--- config.mk ---
export PLATFORM = sky130hd
export DESIGN_NAME = pc_fetch_ctrl
export DESIGN_NICKNAME = d
export VERILOG_FILES = /design/src/rtl/pc_fetch_ctrl.sv
export SDC_FILE = /design/constraint.sdc
export NUM_CORES = 1
export LEC_CHECK = 0
export CAP_MARGIN = 20
export CORE_ASPECT_RATIO = 0.6
export CORE_UTILIZATION = 47
export DETAILED_ROUTE_END_ITERATION = 16
export DONT_BUFFER_PORTS = 1
export PLACE_DENSITY_LB_ADDON = 0.08
export SKIP_CTS_REPAIR_TIMING = 1
export SYNTH_ARGS = -nofsm -noshare
export SYNTH_HDL_FRONTEND = slang
export SYNTH_SLANG_ARGS = --single-unit
export TNS_END_PERCENT = 20
--- constraint.sdc ---
create_clock -name Clk -period 3.3 [get_ports Clk]
set_input_delay 0.495 -clock Clk [delete_from_list [all_inputs] [get_ports Clk]]
set_output_delay 0.495 -clock Clk [all_outputs]
set_load 0.01 [all_outputs]
--- src/rtl/pc_fetch_ctrl.sv ---
`default_nettype none
// +--------------------------------------------------------------------------+
// | Module   : pc_fetch_ctrl                                                 |
// | Function : Fetch-stage PC sequencer with Start/Ack handshake, LUT-based   |
// |            jump/branch targets, return-address stack and retire counter. |
// | Revision : 1.0                                                           |
// +--------------------------------------------------------------------------+
module pc_fetch_ctrl #(
  parameter int             D         = 12,
  parameter int             LW        = 5,
  parameter int             RAS_DEPTH = 4,
  parameter logic [D-1:0]   START_PC  = '0
) (
  input  logic          Clk,
  input  logic          Reset,
  input  logic          Start,
  input  logic          Halt,
  input  logic          Stall,
  input  logic          Branch,
  input  logic          Cond,
  input  logic          Jump,
  input  logic          Call,
  input  logic          Ret,
  input  logic [LW-1:0] Lut_idx,
  input  logic [D-1:0]  Target,
  output logic [LW-1:0] Addr_lut,
  output logic [D-1:0]  PC,
  output logic          Running,
  output logic          Ack,
  output logic [15:0]   Icount,
  output logic          Ras_err
);

  localparam int           c_pw   = $clog2(RAS_DEPTH);
  localparam logic [c_pw:0] c_full = (c_pw + 1)'(RAS_DEPTH);

  typedef enum logic [1:0] {
    ST_IDLE = 2'd0,
    ST_RUN  = 2'd1,
    ST_DONE = 2'd2
  } state_t;

  state_t          state_q, state_d;
  logic [D-1:0]    pc_q, pc_d;
  logic [15:0]     icount_q, icount_d;
  logic [c_pw:0]   ptr_q, ptr_d;
  logic [D-1:0]    ras_q [RAS_DEPTH];
  logic [D-1:0]    ras_d [RAS_DEPTH];
  logic            err_q, err_d;
  logic            running_q, running_d;
  logic            ack_q, ack_d;

  logic [D-1:0]    w_pc_inc;
  logic [c_pw:0]   w_ptr_dec;
  logic            w_ras_empty;
  logic            w_ras_full;

  assign w_pc_inc    = pc_q + D'(1);
  assign w_ptr_dec   = ptr_q - (c_pw + 1)'(1);
  assign w_ras_empty = (ptr_q == '0);
  assign w_ras_full  = (ptr_q == c_full);

  always_comb begin
    state_d  = state_q;
    pc_d     = pc_q;
    icount_d = icount_q;
    ptr_d    = ptr_q;
    ras_d    = ras_q;
    err_d    = err_q;

    case (state_q)
      ST_IDLE, ST_DONE: begin
        if (Start) begin
          state_d  = ST_RUN;
          pc_d     = START_PC;
          icount_d = '0;
          ptr_d    = '0;
          err_d    = 1'b0;
        end
      end
      ST_RUN: begin
        // Stall freezes everything, including a decoded Halt.
        if (!Stall) begin
          if (icount_q != 16'hFFFF) begin
            icount_d = icount_q + 16'd1;
          end
          if (Halt) begin
            state_d = ST_DONE;
          end else if (Ret) begin
            if (!w_ras_empty) begin
              pc_d  = ras_q[w_ptr_dec[c_pw-1:0]];
              ptr_d = w_ptr_dec;
            end else begin
              err_d = 1'b1;
              pc_d  = w_pc_inc;
            end
          end else if (Call) begin
            pc_d = Target;
            if (!w_ras_full) begin
              ras_d[ptr_q[c_pw-1:0]] = w_pc_inc;
              ptr_d                  = ptr_q + (c_pw + 1)'(1);
            end else begin
              err_d = 1'b1;
            end
          end else if (Jump || (Branch && Cond)) begin
            pc_d = Target;
          end else begin
            pc_d = w_pc_inc;
          end
        end
      end
      default: begin
        state_d = ST_IDLE;
      end
    endcase

    running_d = (state_d == ST_RUN);
    ack_d     = (state_d == ST_DONE);
  end

  always_ff @(posedge Clk or negedge Reset) begin
    if (!Reset) begin
      state_q   <= ST_IDLE;
      pc_q      <= START_PC;
      icount_q  <= '0;
      ptr_q     <= '0;
      err_q     <= 1'b0;
      running_q <= 1'b0;
      ack_q     <= 1'b0;
      for (int i = 0; i < RAS_DEPTH; i++) begin
        ras_q[i] <= '0;
      end
    end else begin
      state_q   <= state_d;
      pc_q      <= pc_d;
      icount_q  <= icount_d;
      ptr_q     <= ptr_d;
      err_q     <= err_d;
      running_q <= running_d;
      ack_q     <= ack_d;
      for (int i = 0; i < RAS_DEPTH; i++) begin
        ras_q[i] <= ras_d[i];
      end
    end
  end

  assign Addr_lut = Lut_idx;
  assign PC       = pc_q;
  assign Running  = running_q;
  assign Ack      = ack_q;
  assign Icount   = icount_q;
  assign Ras_err  = err_q;

endmodule
`default_nettype wire

== Word level (Yosys, flattened, before mapping) ==
Cells that the tools add are included.

* Word-level logic and storage cells: 89
* Input bits: 27
* Output and inout bits: 36
* Flip-flop bits (word level): 84

* Order comparisons: 3
* Reduce and logical (&&, ||, !) cells: 12
* Multiplexer cells: 38
* Bitwise gates (word level): 6
* Equal/unequal tests: 15
* Add/sub/neg operators: 4

{| class="wikitable"
|+ Operator list
! operator !! count
|-
| 2-to-1 mux 12 bit || 10
|-
| bitwise mux 48 bit || 1
|-
| 2-to-1 mux 16 bit || 3
|-
| one-hot mux 16 bit (2 select lines) || 1
|-
| binary-select mux 12 bit (select 2 bit) || 1
|-
| demux 12 bit (select 2 bit) || 1
|-
| one-hot mux 12 bit (2 select lines) || 1
|-
| 2-to-1 mux 3 bit || 7
|-
| adder 16 x 1 -> 16 bit (second input constant) || 1
|-
| != test 16 bit (second input constant) || 1
|-
| != test 3 bit (second input constant) || 5
|-
| AND reduction 7 bit || 2
|-
| adder 12 x 1 -> 12 bit (second input constant) || 1
|-
| != test 2 bit (second input constant) || 4
|-
| AND reduction 4 bit || 2
|-
| 2-to-1 mux 1 bit || 7
|-
| greater-or-equal comparator 3 bit (second input constant) || 2
|-
| 2-to-1 mux 2 bit || 3
|-
| inverter 2 -> 3 bit || 2
|-
| one-hot mux 3 bit (2 select lines) || 1
|-
| AND reduction 6 bit || 1
|-
| equality test 2 x 1 -> 1 bit (second input constant) || 2
|-
| equality test 2 bit (second input constant) || 2
|-
| inverter 1 bit || 4
|-
| other kinds (12) || 13
|}

== Longest topological paths before layout ==
Gate-level depths: netlist of run 1.

* Word-level depth: 10
* Gate-level depth with buffers: 10
* Depth with buffers taken out: 7

== Least setup slack after synthesis of run 1 ==
OpenSTA, ideal clock, no wires.

* Kind: reg-to-reg
* From: reg ptr_q[0]
* To: reg pc_q[8], in the netlist PC[8]
* Cell stages (with the launch flop): 10
* Period minus slack after synthesis: 2635 ps
* Library setup time: 118 ps
* Arrival time: 2517 ps
* Slack: 665 ps
* Data required time: 3182 ps
* Path through: dfrtp_1 > clkbuf_1 > buf_2 > inv_1 > ha_1 > buf_1 > mux4_2 > o221ai_1 > a31oi_1 > a21o_1

* Cells in the longest elaborated chain, start to end: 10
* Elaborated cells on any way between the ends: 11
* Those cells by class: add/sub: 1; mux: 8; bitwise: 1; reduce/logical: 1

{| class="wikitable"
|+ RTL lines
! element !! RTL line !! RTL
|-
| from (decl) || 46 || <nowiki>logic [c_pw:0] ptr_q, ptr_d;</nowiki>
|-
| from (signal assigned) || 137 || <nowiki>ptr_q <= ptr_d;</nowiki>
|-
| subtractor 3 x 1 -> 3 bit || 59 || <nowiki>assign w_ptr_dec = ptr_q - (c_pw + 1)'(1);</nowiki>
|-
| inverter 2 -> 3 bit (not written as such) || 91 || <nowiki>pc_d = ras_q[w_ptr_dec[c_pw-1:0]];</nowiki>
|-
| binary-select mux 12 bit (select 2 bit) || 91 ||
|-
| 2-to-1 mux 12 bit (not written as such) (2 in a row) || 91 ||
|-
| 2-to-1 mux 12 bit * || 90 || <nowiki>if (!w_ras_empty) begin</nowiki>
|-
| 2-to-1 mux 12 bit * || 89 || <nowiki>end else if (Ret) begin</nowiki>
|-
| 2-to-1 mux 12 bit * || 87 || <nowiki>if (Halt) begin</nowiki>
|-
| 2-to-1 mux 12 bit * || 83 || <nowiki>if (!Stall) begin</nowiki>
|-
| one-hot mux 12 bit (2 select lines) * || 71 || <nowiki>case (state_q)</nowiki>
|-
| to (signal assigned) || 135 || <nowiki>pc_q <= pc_d;</nowiki>
|-
| to (decl) || 44 || <nowiki>logic [D-1:0] pc_q, pc_d;</nowiki>
|}

Mark *: on every way between the ends. The rest lies on a longest branch, timed or not. The select of a mux whose other input is x is not followed.
A chain may end at the register's enable or synchronous reset.

== Worst setup path after layout of run 1 ==
* From: reg state_q[1]
* To: reg ras_q[25] in the netlist's numbering

* Cells in the longest elaborated chain, start to end: 2

{| class="wikitable"
|+ RTL lines
! element !! RTL line !! RTL
|-
| from (decl) || 43 || <nowiki>state_t state_q, state_d;</nowiki>
|-
| from (signal assigned) || 134 || <nowiki>state_q <= state_d;</nowiki>
|-
| equality test 2 x 1 -> 1 bit || 71 ||
|-
| AND reduction 6 bit (no line) || -- ||
|-
| to (signal, indexed assignment) || 142 || <nowiki>ras_q[i] <= ras_d[i];</nowiki>
|-
| to (decl) || 47 || <nowiki>logic [D-1:0] ras_q [RAS_DEPTH];</nowiki>
|}

Every way passes these cells.

==> results of run 1 <==
flip-flops by register name, indices dropped and copies added (netlist names):
name     cells
ptr_q        3
Running      1
ras_q       48
Ack          1
state_q      2
Icount      16
Ras_err      1
PC          12
layout make-up:
type                    count  area share
clock buffers              10      0.0510
well taps                 112      0.0299
clock inverters             6     0.00988
flip-flops and latches     84       0.449
multi-input cells         316       0.444
repair buffers              5      0.0123
inverters                   5     0.00401
per-layer routing:
layer  GRT usage  wire (um)  vias up
li1            -          -     1529
met1       0.405       5900     1635
met2       0.306       4140      144
met3      0.0920        981       19
met4      0.0651        130        0
met5           0          0        -
worst paths after layout:
path	to	slack, ns
setup / recovery	ras_q[25]	0.78
hold / removal	ras_q[27]	0.06
setup reg to reg	ras_q[25]	0.78
hold reg to reg	ras_q[4]	0.49
max in group asynchronous	Icount[9]	2.92
min in group Clk	PC[3]	0.35
power by group:
part	internal, W	switching [W]	total, W
clock network	0.000536	0.000441	0.000977
registers	0.00124	0.000300	0.00154
logic	0.000335	0.000610	0.000945
through the flow:
stage,hold slack [ns],std cells,area [um2],util
final,0.0557,538,4690,0.535
after global routing,0.0543,538,4690,0.535
after CTS,-0.169,537,4660,0.532
after detailed placement,0.202,521,4370,0.500
after global placement,0.202,521,4370,0.500
after floorplan,0.199,434,4360,-
layout by cell type (no fill, tap or decap), drive strengths merged, types with 2 or more instances in the layout:
cell	Yosys	layout
inv	5	7
and4	3	3
o211ai	2	2
nor4b	3	3
a211oi	5	5
nor2b	3	3
a21o	6	6
dfrtp	84	84
nor2	29	29
ha	7	7
a31oi	9	9
xnor2	13	13
or2	2	2
and3	4	4
or3	2	2
mux4	12	12
nand2	77	77
nand3	12	12
clkinvlp	0	2
nor4	3	3
buf	18	5
a21oi	7	7
o22ai	4	4
nor3	2	2
mux2	7	7
o21ai	59	59
xor2	11	11
a41o	2	2
clkinv	0	2
clkbuf	11	10
a2111oi	2	2
o221ai	4	4
nand2b	5	5
nand4	5	5
a32oi	2	2
logic make-up (layout without fill, tap and decap cells):
logic type | Yosys count | after routing | share of synthesized area
compound gates | 109 | 109 | 0.157
xor+xnor | 24 | 24 | 0.0482
fa+ha+maj | 7 | 7 | 0.0201
buf+inv | 34 | 26 | 0.0405
flops | 84 | 84 | 0.482
mux | 20 | 20 | 0.0832
simple gates | 156 | 156 | 0.169
==> results by stage, run 1 <==
Worst setup path:
- The delay of the slowest cell on the worst path is 0.73 ns.
- The critical path capture point type is a flip-flop.
- At the worst endpoint, the required time is about 3.5 ns.
- The highest-delay cell along the critical path is sky130_fd_sc_hd__or4b_1.
- In this run the worst path has a maximum fanout of 23.
- In this run the worst setup path begins at state_q[1].
- The number of buffers and inverters on the critical path is 0.
- The signal on the critical path passes through or4b_1 > a2111oi_4 > nand2_2 > mux2_1.
- Among cell families on the critical path, the largest total delay comes from simple AND/OR/NAND/NOR gates.
- The nature of the critical path startpoint is a flip-flop.
- The launch instance of the worst register-to-register path is state_q[1].
- The number of cells on the worst reg-to-reg path is 4.
- The path type of the worst setup path is reg2reg.
- The worst endpoint data arrival time is 2.75 ns.
- The critical path runs through a total of 4 cells.

Clock tree:
- Clock latency on the worst-skew pair, taken at its later pin, is 0.34 ns.
- The cell at the root of the clock tree is sky130_fd_sc_hd__clkbuf_16.
- The clock slew seen by the registers of the worst setup and hold paths is about 0.07 ns.
- TritonCTS built the clock tree.
- The number of H-tree levels is 3.
- Clock tree synthesis inserted a total of 9 buffers.
- Counting along the longest clock path gives a buffer depth of 2.
- The clock net sink count is 84.

Finish:
- The area of the multi-input gates is approximately 2100 um2.
- The storage element area is roughly 2100 um2.
- The fraction of layout instances using a drive strength above 1 is 0.110.
- Compared with the post-synthesis result, the final layout area differs by 7.46%.
- The count of filler cells inserted in the layout is 762.
- The net total in the final layout is around 460.
- The number of antenna diodes in the final layout is 0.

Synth:
- The number of different library cells used by synthesis comes to 58.
- The synthesized net count is 468.
- The sequential share of the synthesized area is 0.482.
- In the post-synthesis netlist, the biggest area contributors are sky130_fd_sc_hd__dfrtp_1, sky130_fd_sc_hd__nand2_1, sky130_fd_sc_hd__mux4_2, sky130_fd_sc_hd__o21ai_1, sky130_fd_sc_hd__xnor2_1.
- Of all cell types, the one taking the most synthesized area is sky130_fd_sc_hd__dfrtp_1.
- In the synthesized netlist the async set-or-reset flop fraction comes to 1.00.
- The flip-flop and latch count after synthesis is 84.
- Yosys instantiated no cell more often than sky130_fd_sc_hd__dfrtp_1.
- In the synthesized netlist the dominant register cell turns out to be sky130_fd_sc_hd__dfrtp_1.
- The proportion of netlist area held by the largest area contributor is 0.482.
- The number of enable-type register cells in the synthesized netlist is 0.
- The total number of yosys warnings is 0.
- By count the netlist is led by sky130_fd_sc_hd__dfrtp_1, sky130_fd_sc_hd__nand2_1, sky130_fd_sc_hd__o21ai_1.
- The mean post-synth cell area is about 10 um2.
- The gate count of the mapped netlist is between 400 and 500.
- The synthesized cell area is between 4000 and 5000 um2.

STA:
- The number of max-slew violations in the final report was 0.
- The final-report setup violation count is 0.
- The hold violation count in the final report is 0.
- Based on the critical path, the design can be clocked at up to about 400 MHz.
- In this run the tightest slew margin relative to its limit is 0.414.
- Of the available clock period, the critical path in the final layout requires 0.765.
- The aggregate negative setup slack is 0 ns.
- Across all setup checks in the final design, the least slack found is about 0.78 ns.
- For the pin with the worst max-slew slack, the measured transition is around 0.87 ns.
- The worst path needs roughly 2.5 ns of the cycle, external delays included.
- Setup repair after global routing left no endpoint under its margin.
- The final setup skew is 0.00636 ns.

Global route:
- The number of antenna violations at the first check in global routing is 0.
- The pin count of the biggest net entering global routing is 85.
- The first global-routing pass estimated approximately 18 mm of wire.
- The residual overflow from global routing is 0.
- The via count of the first global-routing pass is roughly 3100.
- In the global route stage, overall resource usage came out at 0.252.

Placed design:
- Once detailed placement completed, the half-perimeter wirelength came to 7.88 mm.
- The final RePlAce weighted congestion is 0.871.
- Port buffering added 0 buffers.
- At the placement stage, the worst setup path has a slack of 0.764 ns.

Power:
- The power density over the cells is roughly 740 nW/um2.
- The worst ir drop on vdd is 0.308 mV.
- The total leakage power is approximately 2 nW.
- The total power of the final layout is about 0.0035 W.

Drt:
- The number of DRC markers after the initial detailed-route iteration is roughly 410.
- The via count is 3327.
- The first-pass iteration count of the detailed router is 5.
- In the routed design, unresolved DRC markers number 0.
- Using the TritonRoute via totals, the vias-per-cell ratio works out to between 6 and 7.
- The remaining antenna violation count is 0.
- Dividing the detail-routed wire length by the instance count gives slightly above 20 um.
- The total length of routed wires is about 11 mm.

Status:
- The flow ran to the end, and the final reports show no timing, DRC or antenna violations.

Flow run:
- The number of max-capacitance violations reported is 0.

Min path:
- The class of the worst hold path is in2async.

Floorplanning:
- Pin placement for this block handled 63 I/O pins.
- For this configuration, the core starts out at a cell density of 0.498.
- The core box area is approximately 8800 um2.
- The total die area is between 9000 and 10000 um2.
- The horizontal extent of the die is 126 um.
- The die is around 77 um tall.
- Row generation in the floorplan step produced 26 rows.
(Power assumes the default switching activity.)
==> run 2: changes to the inputs <==
==> constraint.sdc (replaced) <==
create_clock -name Clk -period 2.15 [get_ports Clk]
set_input_delay 0.3225 -clock Clk [delete_from_list [all_inputs] [get_ports Clk]]
set_output_delay 0.3225 -clock Clk [all_outputs]
set_load 0.01 [all_outputs]
==> results by stage, run 2 (synthesized netlist as in run 1, its figures left out) <==
STA:
- The clock arrives with 0.00637 ns of skew.
- In this run the tightest slew margin relative to its limit is 0.500.
- The post-route clock period utilization is 0.937.
- At the pin with the least slew margin, the transition time is between 0.7 and 0.8 ns.
- Setup repair after global routing left no endpoint under its margin.
- Derived from the worst setup path, the maximum achievable clock frequency is around 500 MHz.
- The final critical-path required period is 2.01 ns.
- The number of max-slew violations in the final report was 0.
- The worst-case hold slack is -0.331 ns.
- The hold violation count in the final report was 84.
- Setup violations remaining at the end of the flow were counted as 0.

Flow run:
- The number of max-capacitance violations reported is 0.

Drt:
- The average wire length per cell after detail routing is a little over 20 um.
- The via count is 3461.
- The post-route DRC violation count is 0.
- For this run, the detailed router's first-pass iteration total came to 4.
- For this block, the initial DRC count from the detailed router was between 300 and 400.
- The detail-routed via count per cell is about 6.1.
- The count of nets left with antenna violations once routing finished came out at 0.
- The total length of routed wires is about 12 mm.

Finish:
- The net total in the final layout is approximately 490.
- The number of non-filler instances in the completed layout is about 570.
- The library cell used most frequently in the layout, excluding fill and tap cells, is sky130_fd_sc_hd__dfrtp_1.
- Leaving out fill and tap cells, the most frequent cells in the layout are sky130_fd_sc_hd__dfrtp_1, sky130_fd_sc_hd__nand2_1, sky130_fd_sc_hd__o21ai_1.
- In the final layout, the share of cells above drive strength 1 is 0.176.
- The register with the most flip-flops in the layout has 48 of them.
- The antenna cell count is 0.
- The register with the most flip-flops is ras_q.
- The post-synthesis to final-layout area growth is 14.6%.

Floorplanning:
- The number of rows created at floorplan is 26.
- The horizontal extent of the die is 126 um.
- After floorplanning, the core was sized to cover between 8000 and 9000 um2.
- The total die area is roughly 9700 um2.
- The height of the die is approximately 77 um.
- 63 I/O pins were placed.
- The initial core utilization is 0.498.

Global route:
- The via count of the first global-routing pass came to approximately 3300.
- Global routing finished with a remaining overflow of 0.
- The global-route usage over all layers is 0.262.
- The first global-routing pass estimated between 15 and 20 mm of wire.
- The number of antenna violations at the first check in global routing is 0.
- The pin count of the biggest net entering global routing is 85.

Power:
- Summed over all cells, the static leakage comes to ~2.2 nW.
- The worst ir drop on vdd is between 0.5 and 0.6 mV.
- The power density over the cells is ~1200 nW/um2.
- The total power of the final layout is approximately 0.0058 W.

Worst setup path:
- The highest-delay cell along the critical path is sky130_fd_sc_hd__or3b_2.
- The worst endpoint data arrival time is about 2.3 ns.
- At the worst endpoint, the required time is between 2 and 2.5 ns.
- Along the worst path, the maximum fanout reaches 6.
- The launch instance of the worst register-to-register path is state_q[1].
- The critical path capture point type is a flip-flop.
- Counting cells, the worst reg-to-reg path comes to 6.
- Walking the worst path, the cells encountered are buf_4 > or3b_2 > a211oi_2 > nor4b_2 > xnor2_1 > nor2_1.
- The nature of the critical path startpoint is a flip-flop.
- The setup path with the least slack is of type reg2reg.
- The worst flop-to-flop path endpoint is Icount[14].
- The delay of the slowest cell on the worst path is 0.52 ns.
- The setup check on the worst reg-to-reg path leaves a slack of ~0.14 ns.

Clock tree:
- The clock buffer count from CTS is 9.
- The tree built by TritonCTS fans out to 84 sinks.
- TritonCTS built the clock tree.
- The clock slew seen by the registers of the worst setup and hold paths is roughly 0.07 ns.
- Clock latency on the worst-skew pair, taken at its later pin, is 0.34 ns.
- The maximum clock insertion buffer count is 2.
- CTS placed an instance of sky130_fd_sc_hd__clkbuf_16 at the clock tree root.
- CTS built an H-tree with a depth of 3.

Placed design:
- The half-perimeter wire length of the detailed placement result is 8.41 mm.
- At the end of routability-driven placement, the weighted congestion stood at just over 0.9.
- The count of input and output buffers is 0.
- The number of placed instances, taps included, is approximately 560.

Min path:
- The tightest min-delay check is of the in2async type.

Status:
- The final reports fail on negative hold slack.
- The flow ran to the end, but the final reports show violations.
-- run 2: changes by cell type in the layout (fill, tap and decap cells not counted), sizes merged --
cell      delta
buf         +33
bufinv       +2
clkinvlp     -2
clkinv       -1
inv          +1
-- run 2: final cells by class --
type	count	area, um2
clock buffer	10	239
clock inverter	6	93.8
fill	776	3750
inverter	5	18.8
multi-input combinational	316	2090
sequential	84	2100
tap	112	140
timing repair buffer	38	310
-- run 2: layer usage --
| metal | routed length [um] | global-route usage |
|---|---|---|
| met3 | 1080 | 0.0976 |
| met5 | 0 | 0 |
| met4 | 99 | 0.0759 |
| met1 | 6200 | 0.419 |
| met2 | 4310 | 0.315 |
-- run 2: through the flow --
step	hold WS (ns)	util	TNS [ns]	instance area (um2)	setup slack, ns
final	-0.331	0.571	0	5000	0.136
after floorplan	0.0269	-	-0.000750	4370	-0.000750
after detailed placement	0.0288	0.532	0	4660	0.0913
after global routing	-0.349	0.571	0	5000	0.0490
after CTS	-0.340	0.570	0	4990	0.0754
after global placement	0.0295	0.532	0	4660	0.134
-- run 2: how the worst max path moves through the flow --
stage                from         end  slack (ns)  depth (start not counted)
6_report       state_q[1]  Icount[14]        0.14                          6
5_1_grt        state_q[1]   ras_q[33]        0.05                          6
4_1_cts        state_q[1]   ras_q[33]        0.08                          6
3_5_place_dp   state_q[1]   ras_q[33]        0.09                          6
3_3_place_gp     ptr_q[1]       PC[0]        0.13                          6
2_1_floorplan    ptr_q[0]   ras_q[37]     -0.0008                          8
-- run 2: where the power goes --
group / internal, W / switching [W]
registers: 0.00191 / 0.000304
clock network: 0.00106 / 0.000666
logic: 0.000753 / 0.00111
total: 0.00372 / 0.00208
-- run 2: worst max-delay path, delay by kind of cell (launching register included) --
family | cells | cell delay (ns)
AOI/OAI and AO/OA | 1 | 0.31
xor gates and xnor gates | 1 | 0.17
buffers and inverters | 1 | 0.16
DFF | 1 | 0.38
and+or+nand+nor | 3 | 0.89
==> run 3: changes to the inputs <==
--- a/config.mk
+++ b/config.mk
@@ -7,7 +7,7 @@
 export LEC_CHECK = 0
 export CAP_MARGIN = 20
 export CORE_ASPECT_RATIO = 0.6
-export CORE_UTILIZATION = 47
+export CORE_UTILIZATION = 63
 export DETAILED_ROUTE_END_ITERATION = 16
 export DONT_BUFFER_PORTS = 1
 export PLACE_DENSITY_LB_ADDON = 0.08
==> constraint.sdc (replaced) <==
create_clock -name Clk -period 2 [get_ports Clk]
set_input_delay 0.3 -clock Clk [delete_from_list [all_inputs] [get_ports Clk]]
set_output_delay 0.3 -clock Clk [all_outputs]
set_load 0.01 [all_outputs]
==> results by stage, run 3 (synthesized netlist as in run 1, its figures left out) <==
STA:
- The worst-case hold slack is -0.352 ns.
- The final critical-path required period is about 1.9 ns.
- Setup repair after global routing left no endpoint under its margin.
- Setup slack closes at approximately 0.099 ns.
- Setup violations remaining at the end of the flow were counted as 0.
- Derived from the worst setup path, the maximum achievable clock frequency is 526 MHz.
- The final setup skew is 0.00606 ns.
- The number of max-slew violations in the final report is 0.
- The worst pin sits at a relative slew slack of 0.480.
- Of the available clock period, the critical path in the final layout requires 0.951.
- For the pin with the worst max-slew slack, the measured transition is between 0.7 and 0.8 ns.
- The hold violation count in the final report is 84.

Min path:
- The class of the worst hold path is in2async.

Clock tree:
- At the later pin of the worst-skew pair, clock insertion delay measures between 0.3 and 0.4 ns.
- The longest clock path from root to sink contains 2 buffers.
- TritonCTS built the clock tree.
- The clock slew seen by the registers of the worst setup and hold paths is ~0.06 ns.
- The clock net sink count is 84.
- The clock buffer count from CTS is 9.
- The number of H-tree levels is 3.
- The root buffer cell chosen for the clock tree is sky130_fd_sc_hd__clkbuf_16.

Worst setup path:
- STA classifies the critical path startpoint as a flip-flop.
- The setup slack of the most critical reg-to-reg path is a little under 0.1 ns.
- The signal on the critical path passes through buf_4 > mux4_2 > o221ai_1 > a21oi_1 > a21o_1.
- The path type of the worst setup path is reg2reg.
- The launch instance of the worst register-to-register path is ptr_q[0].
- Data on the critical path is required at its endpoint by ~2.2 ns.
- The largest single stage delay on the critical path is ~0.55 ns.
- STA classifies the critical path endpoint as a flip-flop.
- The worst endpoint data arrival time is 2.14 ns.
- Measured in cells, the most critical reg-to-reg path has a length of 5.
- The timing startpoint of the critical path is ptr_q[0].
- The most critical setup path has its endpoint at PC[10].
- The worst flop-to-flop path endpoint is PC[10].
- The highest net fanout along the worst path is 11.
- For this design, the slowest cell found on the critical path is sky130_fd_sc_hd__mux4_2.

Drt:
- The detail-routed via count per cell is between 6 and 7.
- The count of nets left with antenna violations once routing finished came out at 0.
- The routed layout has 3561 vias.
- The post-route DRC violation count is 0.
- The average wire length per cell after detail routing is 20.6 um.
- The total length of routed wires is between 10 and 15 mm.
- The detailed router finished its first iteration with 409 violations.
- The first-pass iteration count of the detailed router is 5.

Finish:
- The end-of-flow core utilization is 0.755.
- In the layout the commonest cells are sky130_fd_sc_hd__dfrtp_1, sky130_fd_sc_hd__nand2_1, sky130_fd_sc_hd__o21ai_1.
- The antenna cell count is 0.
- The register with the most flip-flops is ras_q.
- The post-synthesis to final-layout area growth is 15.6%.
- The cell area after layout is about 5000 um2.
- The fraction of layout instances using a drive strength above 1 is 0.194.
- In the final design database the tool counted just under 500 nets.
- The most frequent standard cell in the layout excluding fill and tap cells is sky130_fd_sc_hd__dfrtp_1.
- The register with the most flip-flops in the layout has 48 of them.

Power:
- The part of the power in combinational logic is 0.321.
- VDD sags by at most about 0.92 mV.
- Of the total power, the clock network draws 0.291.
- Summed over all nets, the switching power comes to 0.00222 W.
- The design draws between 0.006 and 0.007 W.
- The proportion of total power due to net switching is 0.356.
- The sequential share of power is 0.387.
- In this run the power density over the cells is approximately 1200 nW/um2.
- Summed over all cells, the static leakage comes to about 2.2 nW.
- The internal power of the cells totals between 0.004 and 0.005 W.

Global route:
- The residual overflow from global routing is 0.
- The first global-routing pass estimated between 15 and 20 mm of wire.
- The via count of the first global-routing pass is 3237.
- The number of antenna violations at the first check in global routing is 0.
- Across every metal layer, demand over resource in global routing totals 0.339.
- Entering global routing, the biggest net connects 85 pins.

Floorplanning:
- The total die area is around 7300 um2.
- The initial core utilization is 0.653.
- Row generation in the floorplan step produced 23 rows.
- The height of the die is 66.4 um.
- The horizontal extent of the die is around 110 um.
- For this design the top-level I/O count stands at 63.
- The core box area is between 6000 and 7000 um2.

Placed design:
- The final RePlAce weighted congestion is around 0.98.
- The placement-stage cell area is roughly 4700 um2.
- Detailed placement finished with a half-perimeter wire length of 8.08 mm.
- The count of input and output buffers is 0.
- The worst setup slack before clock tree synthesis is roughly 0.0093 ns.

Flow run:
- The number of max-capacitance violations reported is 0.

Status:
- The run finished, with violations left.
- The checks that failed: negative hold slack.
run 3: critical path: cells and delay by family, from the launching register on:
| kind | cells | cell delay [ns] |
|---|---|---|
| AO/OA/AOI/OAI | 3 | 0.49 |
| multiplexers | 1 | 0.55 |
| buffers and inverters | 1 | 0.28 |
| flip-flops | 1 | 0.47 |
run 3: worst min-delay path by stage:
stage,startpoint,endpoint,slack [ns]
3_5_place_dp,Reset,Icount[10],0.006
6_report,Reset,Ack,-0.35
4_1_cts,Reset,PC[3],-0.36
2_1_floorplan,Reset,Ack,0.004
3_3_place_gp,Reset,Ack,0.006
5_1_grt,Reset,Icount[9],-0.36
run 3: metal layers:
layer | up-vias | track usage | part of all wire
met5 | - | 0 | 0
met4 | 0 | 0.102 | 0.0087
met3 | 10 | 0.102 | 0.093
met2 | 167 | 0.439 | 0.40
met1 | 1770 | 0.532 | 0.50
li1 | 1614 | - | -
run 3: area by class of cell:
cell class	count	area (um2)
clock inverter	5	83.8
sequential	84	2100
inverter	5	26.3
clock buffer	11	243
timing repair buffer	42	353
fill	474	1640
tap	87	109
multi-input combinational	316	2120
run 3: power by group through the flow:
| stage | sequential, W | combinational (W) | clock, W |
|---|---|---|---|
| floorplan | 0.00239 | 0.00127 | 0 |
| finish | 0.00242 | 0.00200 | 0.00181 |
| detailed placement | 0.00244 | 0.00193 | 0 |
| global route | 0.00246 | 0.00217 | 0.00189 |
| CTS | 0.00241 | 0.00196 | 0.00184 |
| global placement | 0.00241 | 0.00187 | 0 |
run 3: per-stage QoR:
stage	hold slack, ns	TNS [ns]	instances
finish	-0.352	0	550
global route	-0.360	0	550
CTS	-0.359	-0.00316	550
detailed placement	0.00621	0	534
global placement	0.00613	0	534
floorplan	0.00441	-0.0193	434
